## config.mk

```make
export PLATFORM = sky130hd
export DESIGN_NAME = hazard_controller_flat
export DESIGN_NICKNAME = d
export VERILOG_FILES = /design/src/rtl/hazard_controller_if.sv /design/src/rtl/hazard_controller.sv /design/src/flat_wrapper.sv
export SDC_FILE = /design/constraint.sdc
export NUM_CORES = 1
export LEC_CHECK = 0
export ABC_AREA = 1
export CAP_MARGIN = 10
export CORE_AREA = 4 4 86 88
export CTS_CLUSTER_SIZE = 12
export DETAILED_ROUTE_END_ITERATION = 10
export DIE_AREA = 0 0 90 92
export RECOVER_POWER = 25
export SKIP_LAST_GASP = 1
export SYNTH_ARGS = -nofsm -noshare
export SYNTH_HDL_FRONTEND = slang
export SYNTH_SLANG_ARGS = --single-unit
```

## constraint.sdc

```tcl
create_clock -name clk -period 2.8 [get_ports clk]
set_input_delay 0.42 -clock clk [delete_from_list [all_inputs] [get_ports clk]]
set_output_delay 0.42 -clock clk [all_outputs]
set_load 0.05 [all_outputs]
```

## src/rtl/hazard_controller_if.sv

```systemverilog
// Hazard-control bundle between the five-stage datapath and hazard_controller.
// The datapath (master) drives stage register indices and control bits;
// the controller (slave) returns stall/flush/forward controls, the memory
// timeout flag and the performance counters.
interface hazard_controller_if;
  logic [4:0]  Rs1D;
  logic [4:0]  Rs2D;
  logic [4:0]  Rs1E;
  logic [4:0]  Rs2E;
  logic [4:0]  RdE;
  logic [1:0]  ResultSrcE;
  logic        PCSrcE;
  logic [4:0]  RdM;
  logic [4:0]  RdW;
  logic        RegWriteM;
  logic        RegWriteW;
  logic        MemReqM;
  logic        MemReadyM;
  logic        StallF;
  logic        StallD;
  logic        StallE;
  logic        StallM;
  logic        FlushD;
  logic        FlushE;
  logic        FlushW;
  logic [1:0]  ForwardAE;
  logic [1:0]  ForwardBE;
  logic        MemErr;
  logic [31:0] StallCycles;
  logic [31:0] FlushCount;

  modport master (
    output Rs1D, Rs2D, Rs1E, Rs2E, RdE, ResultSrcE, PCSrcE,
    output RdM, RdW, RegWriteM, RegWriteW, MemReqM, MemReadyM,
    input  StallF, StallD, StallE, StallM, FlushD, FlushE, FlushW,
    input  ForwardAE, ForwardBE, MemErr, StallCycles, FlushCount
  );

  modport slave (
    input  Rs1D, Rs2D, Rs1E, Rs2E, RdE, ResultSrcE, PCSrcE,
    input  RdM, RdW, RegWriteM, RegWriteW, MemReqM, MemReadyM,
    output StallF, StallD, StallE, StallM, FlushD, FlushE, FlushW,
    output ForwardAE, ForwardBE, MemErr, StallCycles, FlushCount
  );
endinterface

```

## src/rtl/hazard_controller.sv

```systemverilog
// hazard_controller: stall/flush/forward sequencer for the five-stage core.
// Detects load-use and taken-branch hazards, freezes the whole pipeline while
// a data-memory access waits on MemReadyM, and latches a sticky error if the
// wait exceeds TIMEOUT_CYCLES (1..255).
// Optional feature macro: HAZARD_PERF_CNT_EN enables the saturating
// StallCycles / FlushCount performance counters; otherwise both read 0.
module hazard_controller #(
  parameter int unsigned TIMEOUT_CYCLES = 255
) (
  input  logic               clk,
  input  logic               rst,
  hazard_controller_if.slave hz
);

  typedef enum logic [1:0] {
    ST_RUN   = 2'b00,
    ST_WAIT  = 2'b01,
    ST_ERROR = 2'b10
  } state_t;

  localparam logic [7:0] TIMEOUT_LIM = TIMEOUT_CYCLES[7:0];

  state_t     r_state;
  state_t     w_state_nxt;
  logic [7:0] r_wait_cnt;
  logic [7:0] w_wait_cnt_nxt;
  logic [7:0] w_wait_cnt_inc;
  logic       w_lw_stall;
  logic       w_mem_wait;
  logic       w_freeze;
  logic       w_stall_f;
  logic       w_stall_d;
  logic       w_stall_e;
  logic       w_stall_m;
  logic       w_flush_d;
  logic       w_flush_e;
  logic       w_flush_w;
  logic [1:0] w_fwd_a;
  logic [1:0] w_fwd_b;

  // Forward select for one E-stage source: M result beats W result; x0 never forwards.
  function automatic logic [1:0] fwd_sel(
    input logic       rw_m,
    input logic [4:0] rd_m,
    input logic       rw_w,
    input logic [4:0] rd_w,
    input logic [4:0] rs_e
  );
    logic [1:0] sel;
    if (rw_m && (rd_m != 5'd0) && (rd_m == rs_e)) begin
      sel = 2'b10;
    end else if (rw_w && (rd_w != 5'd0) && (rd_w == rs_e)) begin
      sel = 2'b01;
    end else begin
      sel = 2'b00;
    end
    return sel;
  endfunction

  assign w_lw_stall = (hz.ResultSrcE == 2'b01) && (hz.RdE != 5'd0) &&
                      ((hz.RdE == hz.Rs1D) || (hz.RdE == hz.Rs2D));
  assign w_mem_wait = hz.MemReqM && !hz.MemReadyM;

  // Wait counter saturates at 255 so it can never wrap back below the limit.
  assign w_wait_cnt_inc = (r_wait_cnt == 8'hFF) ? 8'hFF : (r_wait_cnt + 8'd1);

  // Next-state / wait-counter logic and freeze decision.
  always_comb begin
    w_state_nxt    = r_state;
    w_wait_cnt_nxt = r_wait_cnt;
    w_freeze       = 1'b0;
    case (r_state)
      ST_RUN: begin
        if (w_mem_wait) begin
          w_freeze       = 1'b1;
          w_wait_cnt_nxt = 8'd1;
          if (TIMEOUT_LIM <= 8'd1) begin
            w_state_nxt = ST_ERROR;
          end else begin
            w_state_nxt = ST_WAIT;
          end
        end else begin
          w_wait_cnt_nxt = 8'd0;
        end
      end
      ST_WAIT: begin
        if (w_mem_wait) begin
          w_freeze       = 1'b1;
          w_wait_cnt_nxt = w_wait_cnt_inc;
          if (w_wait_cnt_inc >= TIMEOUT_LIM) begin
            w_state_nxt = ST_ERROR;
          end else begin
            w_state_nxt = ST_WAIT;
          end
        end else begin
          // Access completed (or withdrawn): release in this same cycle.
          w_state_nxt    = ST_RUN;
          w_wait_cnt_nxt = 8'd0;
        end
      end
      ST_ERROR: begin
        w_freeze    = 1'b1;
        w_state_nxt = ST_ERROR;
      end
      default: begin
        w_state_nxt    = ST_RUN;
        w_wait_cnt_nxt = 8'd0;
      end
    endcase
  end

  // Stall/flush/forward outputs; all forced idle while reset is asserted.
  always_comb begin
    w_stall_f = 1'b0;
    w_stall_d = 1'b0;
    w_stall_e = 1'b0;
    w_stall_m = 1'b0;
    w_flush_d = 1'b0;
    w_flush_e = 1'b0;
    w_flush_w = 1'b0;
    w_fwd_a   = 2'b00;
    w_fwd_b   = 2'b00;
    if (!rst) begin
      w_stall_f = 1'b0;
    end else begin
      w_fwd_a = fwd_sel(hz.RegWriteM, hz.RdM, hz.RegWriteW, hz.RdW, hz.Rs1E);
      w_fwd_b = fwd_sel(hz.RegWriteM, hz.RdM, hz.RegWriteW, hz.RdW, hz.Rs2E);
      if (w_freeze) begin
        // Full freeze: hold every stage, bubble into M/W, ignore branch and load-use.
        w_stall_f = 1'b1;
        w_stall_d = 1'b1;
        w_stall_e = 1'b1;
        w_stall_m = 1'b1;
        w_flush_w = 1'b1;
      end else begin
        w_stall_f = w_lw_stall;
        w_stall_d = w_lw_stall;
        w_flush_d = hz.PCSrcE;
        w_flush_e = w_lw_stall || hz.PCSrcE;
      end
    end
  end

  // State and wait-counter registers.
  always_ff @(posedge clk or negedge rst) begin
    if (!rst) begin
      r_state    <= ST_RUN;
      r_wait_cnt <= 8'd0;
    end else begin
      r_state    <= w_state_nxt;
      r_wait_cnt <= w_wait_cnt_nxt;
    end
  end

  assign hz.StallF    = w_stall_f;
  assign hz.StallD    = w_stall_d;
  assign hz.StallE    = w_stall_e;
  assign hz.StallM    = w_stall_m;
  assign hz.FlushD    = w_flush_d;
  assign hz.FlushE    = w_flush_e;
  assign hz.FlushW    = w_flush_w;
  assign hz.ForwardAE = w_fwd_a;
  assign hz.ForwardBE = w_fwd_b;
  assign hz.MemErr    = (r_state == ST_ERROR);

`ifdef HAZARD_PERF_CNT_EN
  logic [31:0] r_stall_cycles;
  logic [31:0] r_flush_count;

  // Saturating counts of StallF cycles and FlushE cycles.
  always_ff @(posedge clk or negedge rst) begin
    if (!rst) begin
      r_stall_cycles <= 32'd0;
      r_flush_count  <= 32'd0;
    end else begin
      if (w_stall_f && (r_stall_cycles != 32'hFFFF_FFFF)) begin
        r_stall_cycles <= r_stall_cycles + 32'd1;
      end else begin
        r_stall_cycles <= r_stall_cycles;
      end
      if (w_flush_e && (r_flush_count != 32'hFFFF_FFFF)) begin
        r_flush_count <= r_flush_count + 32'd1;
      end else begin
        r_flush_count <= r_flush_count;
      end
    end
  end

  assign hz.StallCycles = r_stall_cycles;
  assign hz.FlushCount  = r_flush_count;
`else
  assign hz.StallCycles = 32'd0;
  assign hz.FlushCount  = 32'd0;
`endif

endmodule
```

## src/flat_wrapper.sv

```systemverilog
// flat-port wrapper written by rule: the top's interface ports become plain ports
module hazard_controller_flat 
#(
  parameter int unsigned TIMEOUT_CYCLES = 255
)
  (clk, rst, hz_Rs1D, hz_Rs2D, hz_Rs1E, hz_Rs2E, hz_RdE, hz_ResultSrcE, hz_PCSrcE, hz_RdM, hz_RdW, hz_RegWriteM, hz_RegWriteW, hz_MemReqM, hz_MemReadyM, hz_StallF, hz_StallD, hz_StallE, hz_StallM, hz_FlushD, hz_FlushE, hz_FlushW, hz_ForwardAE, hz_ForwardBE, hz_MemErr, hz_StallCycles, hz_FlushCount);
  hazard_controller_if hz_i ();
  input  logic clk;
  input  logic rst;
  input wire logic [$bits(hz_i.Rs1D)-1:0] hz_Rs1D;
  input wire logic [$bits(hz_i.Rs2D)-1:0] hz_Rs2D;
  input wire logic [$bits(hz_i.Rs1E)-1:0] hz_Rs1E;
  input wire logic [$bits(hz_i.Rs2E)-1:0] hz_Rs2E;
  input wire logic [$bits(hz_i.RdE)-1:0] hz_RdE;
  input wire logic [$bits(hz_i.ResultSrcE)-1:0] hz_ResultSrcE;
  input wire logic [$bits(hz_i.PCSrcE)-1:0] hz_PCSrcE;
  input wire logic [$bits(hz_i.RdM)-1:0] hz_RdM;
  input wire logic [$bits(hz_i.RdW)-1:0] hz_RdW;
  input wire logic [$bits(hz_i.RegWriteM)-1:0] hz_RegWriteM;
  input wire logic [$bits(hz_i.RegWriteW)-1:0] hz_RegWriteW;
  input wire logic [$bits(hz_i.MemReqM)-1:0] hz_MemReqM;
  input wire logic [$bits(hz_i.MemReadyM)-1:0] hz_MemReadyM;
  output wire logic [$bits(hz_i.StallF)-1:0] hz_StallF;
  output wire logic [$bits(hz_i.StallD)-1:0] hz_StallD;
  output wire logic [$bits(hz_i.StallE)-1:0] hz_StallE;
  output wire logic [$bits(hz_i.StallM)-1:0] hz_StallM;
  output wire logic [$bits(hz_i.FlushD)-1:0] hz_FlushD;
  output wire logic [$bits(hz_i.FlushE)-1:0] hz_FlushE;
  output wire logic [$bits(hz_i.FlushW)-1:0] hz_FlushW;
  output wire logic [$bits(hz_i.ForwardAE)-1:0] hz_ForwardAE;
  output wire logic [$bits(hz_i.ForwardBE)-1:0] hz_ForwardBE;
  output wire logic [$bits(hz_i.MemErr)-1:0] hz_MemErr;
  output wire logic [$bits(hz_i.StallCycles)-1:0] hz_StallCycles;
  output wire logic [$bits(hz_i.FlushCount)-1:0] hz_FlushCount;
  assign hz_i.Rs1D = hz_Rs1D;
  assign hz_i.Rs2D = hz_Rs2D;
  assign hz_i.Rs1E = hz_Rs1E;
  assign hz_i.Rs2E = hz_Rs2E;
  assign hz_i.RdE = hz_RdE;
  assign hz_i.ResultSrcE = hz_ResultSrcE;
  assign hz_i.PCSrcE = hz_PCSrcE;
  assign hz_i.RdM = hz_RdM;
  assign hz_i.RdW = hz_RdW;
  assign hz_i.RegWriteM = hz_RegWriteM;
  assign hz_i.RegWriteW = hz_RegWriteW;
  assign hz_i.MemReqM = hz_MemReqM;
  assign hz_i.MemReadyM = hz_MemReadyM;
  assign hz_StallF = hz_i.StallF;
  assign hz_StallD = hz_i.StallD;
  assign hz_StallE = hz_i.StallE;
  assign hz_StallM = hz_i.StallM;
  assign hz_FlushD = hz_i.FlushD;
  assign hz_FlushE = hz_i.FlushE;
  assign hz_FlushW = hz_i.FlushW;
  assign hz_ForwardAE = hz_i.ForwardAE;
  assign hz_ForwardBE = hz_i.ForwardBE;
  assign hz_MemErr = hz_i.MemErr;
  assign hz_StallCycles = hz_i.StallCycles;
  assign hz_FlushCount = hz_i.FlushCount;
  hazard_controller #(.TIMEOUT_CYCLES(TIMEOUT_CYCLES)) u_core (.clk(clk), .rst(rst), .hz(hz_i));
endmodule
```

; Word-level counts from Yosys, hierarchy flattened
; Cells that the tools add are included.
[totals]
ff_bits = 10
latchBits = 0
ram_bits = 0
rom_bits = 0
input_bits = 44
output_inout_bits = 76
elab_cells = 56
mem_count = 0
[op_classes]
addsub = 1
multipliers = 0
n_div = 0
order_cmp = 1
n_eq_ne = 11
shift = 0
muxes = 24
bitwise_logic = 0
n_reduce_logical = 17
[ops]
columns = operator, n
row1 = == test 5 bit, 6
row2 = case mux 8 bit (3 select lines), 1
row3 = two-way mux 8 bit, 2
row4 = nonzero test 5 bit, 3
row5 = two-way mux 2 bit, 7
row6 = two-way mux 1 bit, 12
row7 = logical AND 1 bit, 9
row8 = adder 8 x 1 -> 8 bit (second input constant), 1
row9 = == test 8 bit (second input constant), 1
row10 = >= comparator 8 bit (second input constant), 1
row11 = case mux 2 bit (3 select lines), 1
row12 = == test 2 x 1 -> 1 bit (second input constant), 2
row13 = == test 2 bit (second input constant), 1
row14 = zero test 2 bit, 1
row15 = logical OR 1 bit, 2
row16 = inequality test 2 x 1 -> 1 bit (second input constant), 1
row17 = case mux 1 bit (2 select lines), 1
row18 = OR reduction 2 bit, 1
row19 = zero test 1 bit, 1

; Longest topological paths before layout
[depth]
word_depth = 6
depth_mapped = 11

; Least setup slack after synthesis
; OpenSTA, ideal clock, no wires.
[synth_path]
path_type = reg-to-output
startpoint = register u_core.r_state[0]
endpoint = output hz_StallF
t_arrival_ps = 3117
required_time_ps = 2380
slack_ps = -737
path_stages_with_launch = 7
path_cell_list = dfrtp_1 -> nor2_1 -> inv_1 -> nand2_1 -> inv_1 -> o21ai_0 -> buf_4
[synth_lines]
columns = item, line
row1 = from (decl), hazard_controller.sv:23  ; state_t r_state;
row2 = from (signal assigned), hazard_controller.sv:150  ; r_state <= w_state_nxt;
row3 = == test 2 bit, n/a
row4 = named net hz_MemErr, flat_wrapper.sv:32  ; output wire logic [$bits(hz_i.MemErr)-1:0] hz_MemErr;
row5 = case mux 1 bit (2 select lines), hazard_controller.sv:72  ; case (r_state)
row6 = two-way mux 1 bit, hazard_controller.sv:128  ; if (w_freeze) begin
row7 = two-way mux 1 bit, hazard_controller.sv:123  ; if (!rst) begin
row8 = to (decl), flat_wrapper.sv:23  ; output wire logic [$bits(hz_i.StallF)-1:0] hz_StallF;
; The timed path passes the listed nets, and every way through them passes these cells.

; Worst setup path in the final report
[layout_path]
startpoint = input hz_RdM[3]
endpoint = output hz_ForwardBE[1]
[layout_via]
elab_chain_len = 5
[layout_lines]
columns = item, line
row1 = from (decl), flat_wrapper.sv:17  ; input wire logic [$bits(hz_i.RdM)-1:0] hz_RdM;
row2 = nonzero test 5 bit, hazard_controller.sv:50  ; if (rw_m && (rd_m != 5'd0) && (rd_m == rs_e)) begin
row3 = logical AND 1 bit, hazard_controller.sv:50
row4 = logical AND 1 bit (*), hazard_controller.sv:50
row5 = two-way mux 2 bit (*), hazard_controller.sv:50
row6 = two-way mux 2 bit (*), hazard_controller.sv:123
row7 = to (decl), flat_wrapper.sv:31  ; output wire logic [$bits(hz_i.ForwardBE)-1:0] hz_ForwardBE;
; Every way passes the cells marked *; elsewhere a longest branch is shown, timed or not.

==> flow_summary.yaml <==
layout:
  num_antenna_cells: 0
  nNetsFinal: 341
  final_cells: 374
  layout-drive-gt1-share_pct: 9.184
  fillers: 704
  final_common_cell: "conb_1"
  final_cell_mix: "conb_1 (64), clkdlybuf4s50_1 (43), nand2_1 (35)"
  syn_to_final_growth_pct: 33.75
floorplanning:
  fp.dieH_um: 92
  io_pins: 120
  die_w_um: 90
  die_area_um2: 8280
  initial_core_util_pct: 24.33
  core-area_um2: 6644
  rows: 30
synth:
  ys_warn_count: 0
  ys_types: 25
  yosysTopAreaCell: "buf_4"
  seq_area_frac_synth_pct: 15.48
  syn_avg_cell_area_um2: 6.764
  syn-cell-area_um2: 1617
  syn_inst: 239
  ys_ff_latch: 10
  ys_top_cells_by_area: "buf_4 (31%), dfrtp_1 (15%), nand2_1 (8.1%)"
  synth_top_area_share_pct: 31.11
critical_path:
  crit_type: "input pin to primary output"
  worstPathArrival_ps: 1960
  cp_max_fo: 3
  required_ps: 2380
  cp-end-kind: "primary output"
  startpoint_type: "input pin"
cts:
  postCtsHoldBufs: 0
  clockBufferDepth: 2
  post_cts_buffers: 0
  numCtsBuffers: 3
  clk_pin_slew_worst_paths_ps: 50
  cts_tree: "done"
  cts.repair.resized: 0
  cts_sinks: 10
  clk-insertion-delay-late_ps: 230
  cts-root-buf: "clkbuf_8"
  h-tree-depth: 1
sta:
  hold_viol: 0
  slew_violations: 0
  rsz0062_at_grt: "no"
  worst_pin_slew_ps: 592.6
  fin_crit_sh_pct: 84.86
  maxSlewHeadroom_pct: 60.35
  min_period_ps: 2376
  tns_ps: 0
  fmax_mhz: 420.9
  clock_skew_ps: 1.627
  setup_violations: 0
pwr:
  leakage_uw: 0.001075
  pwr_density_cell_nw_per_um2: 301.7
  irDropWorstVdd_mv: 0.1423
global_route:
  grt_pass1_vias: 1335
  grt_pass1_wl_um: 6244
  antenna_found_initial: 0
  grt_overflow: 0
  grt_max_degree: 13
  grt_usage_pct: 9.151
drt:
  drc: 0
  post_drt_wl_per_cell_um: 10.75
  first_pass_iters: 4
  ant_nets: 0
  vias: 1438
  viasPerCell: 3.845
  drt_iter0_markers: 81
  wirelength_um: 4020
placed_design:
  post-dp-hpwl_um: 3520
  place_inst: 371
  port_buffers: 55
  gp_congestion: 0.8304
worst_hold_path:
  min_path_type: "flop to flop"
run_status:
  outcome: "completed"
run:
  drv_cap: 0
layer usage:
layer	up-vias	track usage, %	routed length [µm]
li1	736	-	-
met1	627	11.17	1629
met2	69	15.37	1977
met3	6	2.953	358
met4	0	2.679	53
met5	-	0	0
worst paths after layout:
check                           slack, ps  depth (start not counted)                             start                          endpoint
worst max-delay path                  420                          6                         hz_RdM[3]                   hz_ForwardBE[1]
worst min-delay path                  580                          1  u_core.r_wait_cnt[1]$_DFFE_PN0N_  u_core.r_wait_cnt[1]$_DFFE_PN0N_
max in group asynchronous            2030                          2                               rst     u_core.r_state[1]$_DFFE_PN0P_
worst max register to register       1230                         10  u_core.r_wait_cnt[0]$_DFFE_PN0N_     u_core.r_state[0]$_DFFE_PN0P_
worst min register to register        580                          1  u_core.r_wait_cnt[1]$_DFFE_PN0N_  u_core.r_wait_cnt[1]$_DFFE_PN0N_
min in group asynchronous             620                          2                               rst  u_core.r_wait_cnt[3]$_DFFE_PN0N_
critical path: stages:
cell             delay (ps)
clkdlybuf4s50_1         540
nor2_1                   70
nand2_1                  70
o21ai_0                 120
nor4_1                  520
buf_12                  210
where the power goes:
group,leakage [µW],total (µW),internal [µW],switching (µW)
registers,0.000103,145,145,0
logic,0.000950,360,98.8,262
clock network,0.0000216,147,93.9,53.0
total,0.00108,652,338,315
registers in the layout, summed over array words and instances, names as in the netlist:
signal             flops
u_core.r_wait_cnt      8
u_core.r_state         2
kinds of logic (layout without fill, tap and decap cells):
kind of cell	count (synthesis)	count (layout)	synth area share, %
AO/OA/AOI/OAI	25	25	8.824
XOR/XNOR	25	25	13.54
adder cells (fa/ha/maj)	1	1	0.7739
buffers and inverters	94	86	37.38
flip-flops	10	10	15.48
other	1	64	0.2320
AND/OR/NAND/NOR	83	83	23.76
metrics by stage:
step / utilization, % / setup slack [ps] / hold slack (ps) / instance area (µm²) / total power (µW)
final: 32.54 / 424.0 / 576.1 / 2162 / 652.2
after global routing: 32.54 / 277.8 / 606.3 / 2162 / 687.3
after CTS: 32.54 / 417.4 / 548.9 / 2162 / 656.2
after detailed placement: 31.92 / 425.0 / 566.1 / 2121 / 505.2
after global placement: 31.92 / 466.4 / 559.0 / 2121 / 504.1
after floorplan: - / 12.22 / 124.4 / 1856 / 471.8
layout make-up:
class | instances | area (µm²) | share of cell area [%]
inverter | 27 | 101.3 | 4.687
clock buffer | 3 | 41.29 | 1.910
multi-input combinational | 198 | 1001 | 46.30
tap | 80 | 100.1 | 4.630
timing repair buffer | 56 | 668.1 | 30.90
sequential | 10 | 250.2 | 11.57
Yosys cell counts:
| library cell | instances |
|---|---|
| a21oi_1 | 6 |
| a22o_1 | 2 |
| buf_4 | 67 |
| conb_1 | 1 |
| dfrtp_1 | 10 |
| ha_1 | 1 |
| inv_1 | 26 |
| inv_2 | 1 |
| nand2_1 | 35 |
| nand2_2 | 1 |
| nand3_1 | 13 |
| nand3_2 | 2 |
| nand4_1 | 5 |
| nor2_1 | 17 |
| nor2_2 | 3 |
| nor2_4 | 1 |
| nor3_1 | 2 |
| nor3b_1 | 1 |
| nor4_1 | 2 |
| o21a_1 | 1 |
| o21ai_0 | 14 |
| o21ai_2 | 2 |
| or2_2 | 1 |
| xnor2_1 | 14 |
| xor2_1 | 11 |
Power figures use the tool's default switching activity.
==> RTL change: new RTL, same flow settings <==
The 3 states of `state_t` get a one-hot encoding in 3 bits.
--- a/src/rtl/hazard_controller.sv
+++ b/src/rtl/hazard_controller.sv
@@ -12,10 +12,10 @@
   hazard_controller_if.slave hz
 );
 
-  typedef enum logic [1:0] {
-    ST_RUN   = 2'b00,
-    ST_WAIT  = 2'b01,
-    ST_ERROR = 2'b10
+  typedef enum logic [2:0] {
+    ST_RUN   = 3'b001,
+    ST_WAIT  = 3'b010,
+    ST_ERROR = 3'b100
   } state_t;
 
   localparam logic [7:0] TIMEOUT_LIM = TIMEOUT_CYCLES[7:0];
Formal check against the unedited RTL: no difference found for any inputs over 10 cycles, from zero or initial values and one cycle with rst low; not proved beyond that.
==> RTL change against the unedited design <==
  * Die area did not move
  * Power increased by 24%
  * First-iteration DRC count is 59% lower
  * Synthesized area rose by 3.8%
  * Final cell count is 1.3% higher
  * Routed wire length down 3.9%
  * Sequential cell count is 1 higher
  * Worst hold slack lost 10 ps
  * Worst setup slack got worse by 51 ps
  * Cell area rose by 3.0%
  * Largest power group unchanged
==> RTL change: results (changes against the unedited design) <==
Hold Path Cell Cnt=1 (unchanged); Final HPWL DP=3.42 mm (-2.9%); Largest regs=u_core.r_wait_cnt (8), u_core.r_state (3); vias in the first global route=1,325 (-0.75%); largest net degree at the start of global routing=11 (-2); Worst VDD drop=0.115 mV (-19%); Critical path origin=hz_RdE[1]; WL final=3.87 mm (-3.9%); Total Routing Usage GR=8.58% (-0.58 points); Setup crit end=hz_FlushE; n_diodes=0 (unchanged); worst path arrival time=2010 ps (+50 ps); start of the worst register-to-register path=u_core.r_wait_cnt[0]$_DFFE_PN0N_; flop-to-flop setup slack=1300 ps (+70 ps); Compound-Gate Fraction of Synth Area=7.83% (-0.99 points); Leak=1.04 nW (-3.2%); global placement routability congestion=0.848 (+2.1%); XOR/XNOR Fraction of Synth Area=13.6% (+0.027 points); DR vias=1,480 (+2.9%); skew final=2.20 ps (+0.568 ps); post-synthesis mux area share=0% (unchanged); sequential share of the synthesized area=16.5% (+1.0 points); area share of fa/ha/maj cells after synthesis=0.746% (-0.028 points); Hold EP=u_core.r_wait_cnt[1]$_DFFE_PN0N_; Synth top cells by count=buf_4, nand2_1, nor2_1; CTS buffer count=3 (unchanged); unique cell type count in the Yosys netlist=31 (+24%); hold path start=u_core.r_wait_cnt[1]$_DFFE_PN0N_; fraction of layout cells with a size suffix above 1=12.4% (+3.2 points); worst-margin pin slew=629 ps (+36.9 ps); first-pass GRT wire length=5.94 mm (-4.9%); R2R Path End=u_core.r_state[1]$_DFFE_PN0P_; initial DRC count=33 (-59%); status=complete, no violations; Layout Nets=345 (+1.2%); most area-consuming cells after synthesis=buf_4, dfrtp_1, xor2_1; crit-path max FO=5 (+2)
-- RTL change: cell count changes in the layout (fill, tap and decap cells not counted), sizes merged, moves of 2 or more --
| cell | unedited run | this run |
|---|---|---|
| inv | 27 | 22 |
| nor2 | 21 | 26 |
| nor3 | 2 | 6 |
| xor2 | 11 | 15 |
| nand2 | 36 | 39 |
| nand4 | 5 | 2 |
| xnor2 | 14 | 11 |
| clkbuf | 3 | 5 |
| clkinv | 0 | 2 |
| o21ai | 16 | 14 |
-- RTL change: through the flow --
stage	cell area [µm²]	worst slack, ps	hold WS [ps]	utilization (%)	cells
after floorplan	1920	162	124	-	306
after global routing	2230	217	597	33.5	379
final	2230	373	566	33.5	379
after CTS	2230	379	566	33.6	379
after global placement	2190	411	548	32.9	375
after detailed placement	2190	391	550	32.9	375
-- RTL change: worst max-delay path, cell delays in order --
cell and delay, ps:
clkdlybuf4s50_1 480, or2_0 250, a21oi_1 170, nand3_1 80, nand2_1 80, nand3_1 100, a21oi_1 250, buf_12 180
-- RTL change: routing by layer --
| metal | global-route usage, % | up-vias | share of wire [%] |
|---|---|---|---|
| met1 | 9.07 | 660 | 36 |
| met3 | 3.36 | 5 | 11 |
| li1 | - | 746 | - |
| met4 | 1.53 | 0 | 0.47 |
| met2 | 16.2 | 69 | 52 |
| met5 | 0 | - | 0 |
-- RTL change: area by class of cell --
type / count / area (µm²)
Multi-Input combinational cell: 204 / 1050
Clock buffer: 4 / 45.0
Tap cell: 80 / 100
Fill cell: 712 / 4420
Inverter: 24 / 92.6
Sequential cell: 11 / 277
Timing Repair Buffer: 56 / 664
-- RTL change: report_power, final --
| part | internal [mW] | total (mW) | switching, mW |
|---|---|---|---|
| Combinational | 0.137 | 0.463 | 0.325 |
| Sequential | 0.173 | 0.184 | 0.0108 |
| Clock | 0.100 | 0.164 | 0.0641 |
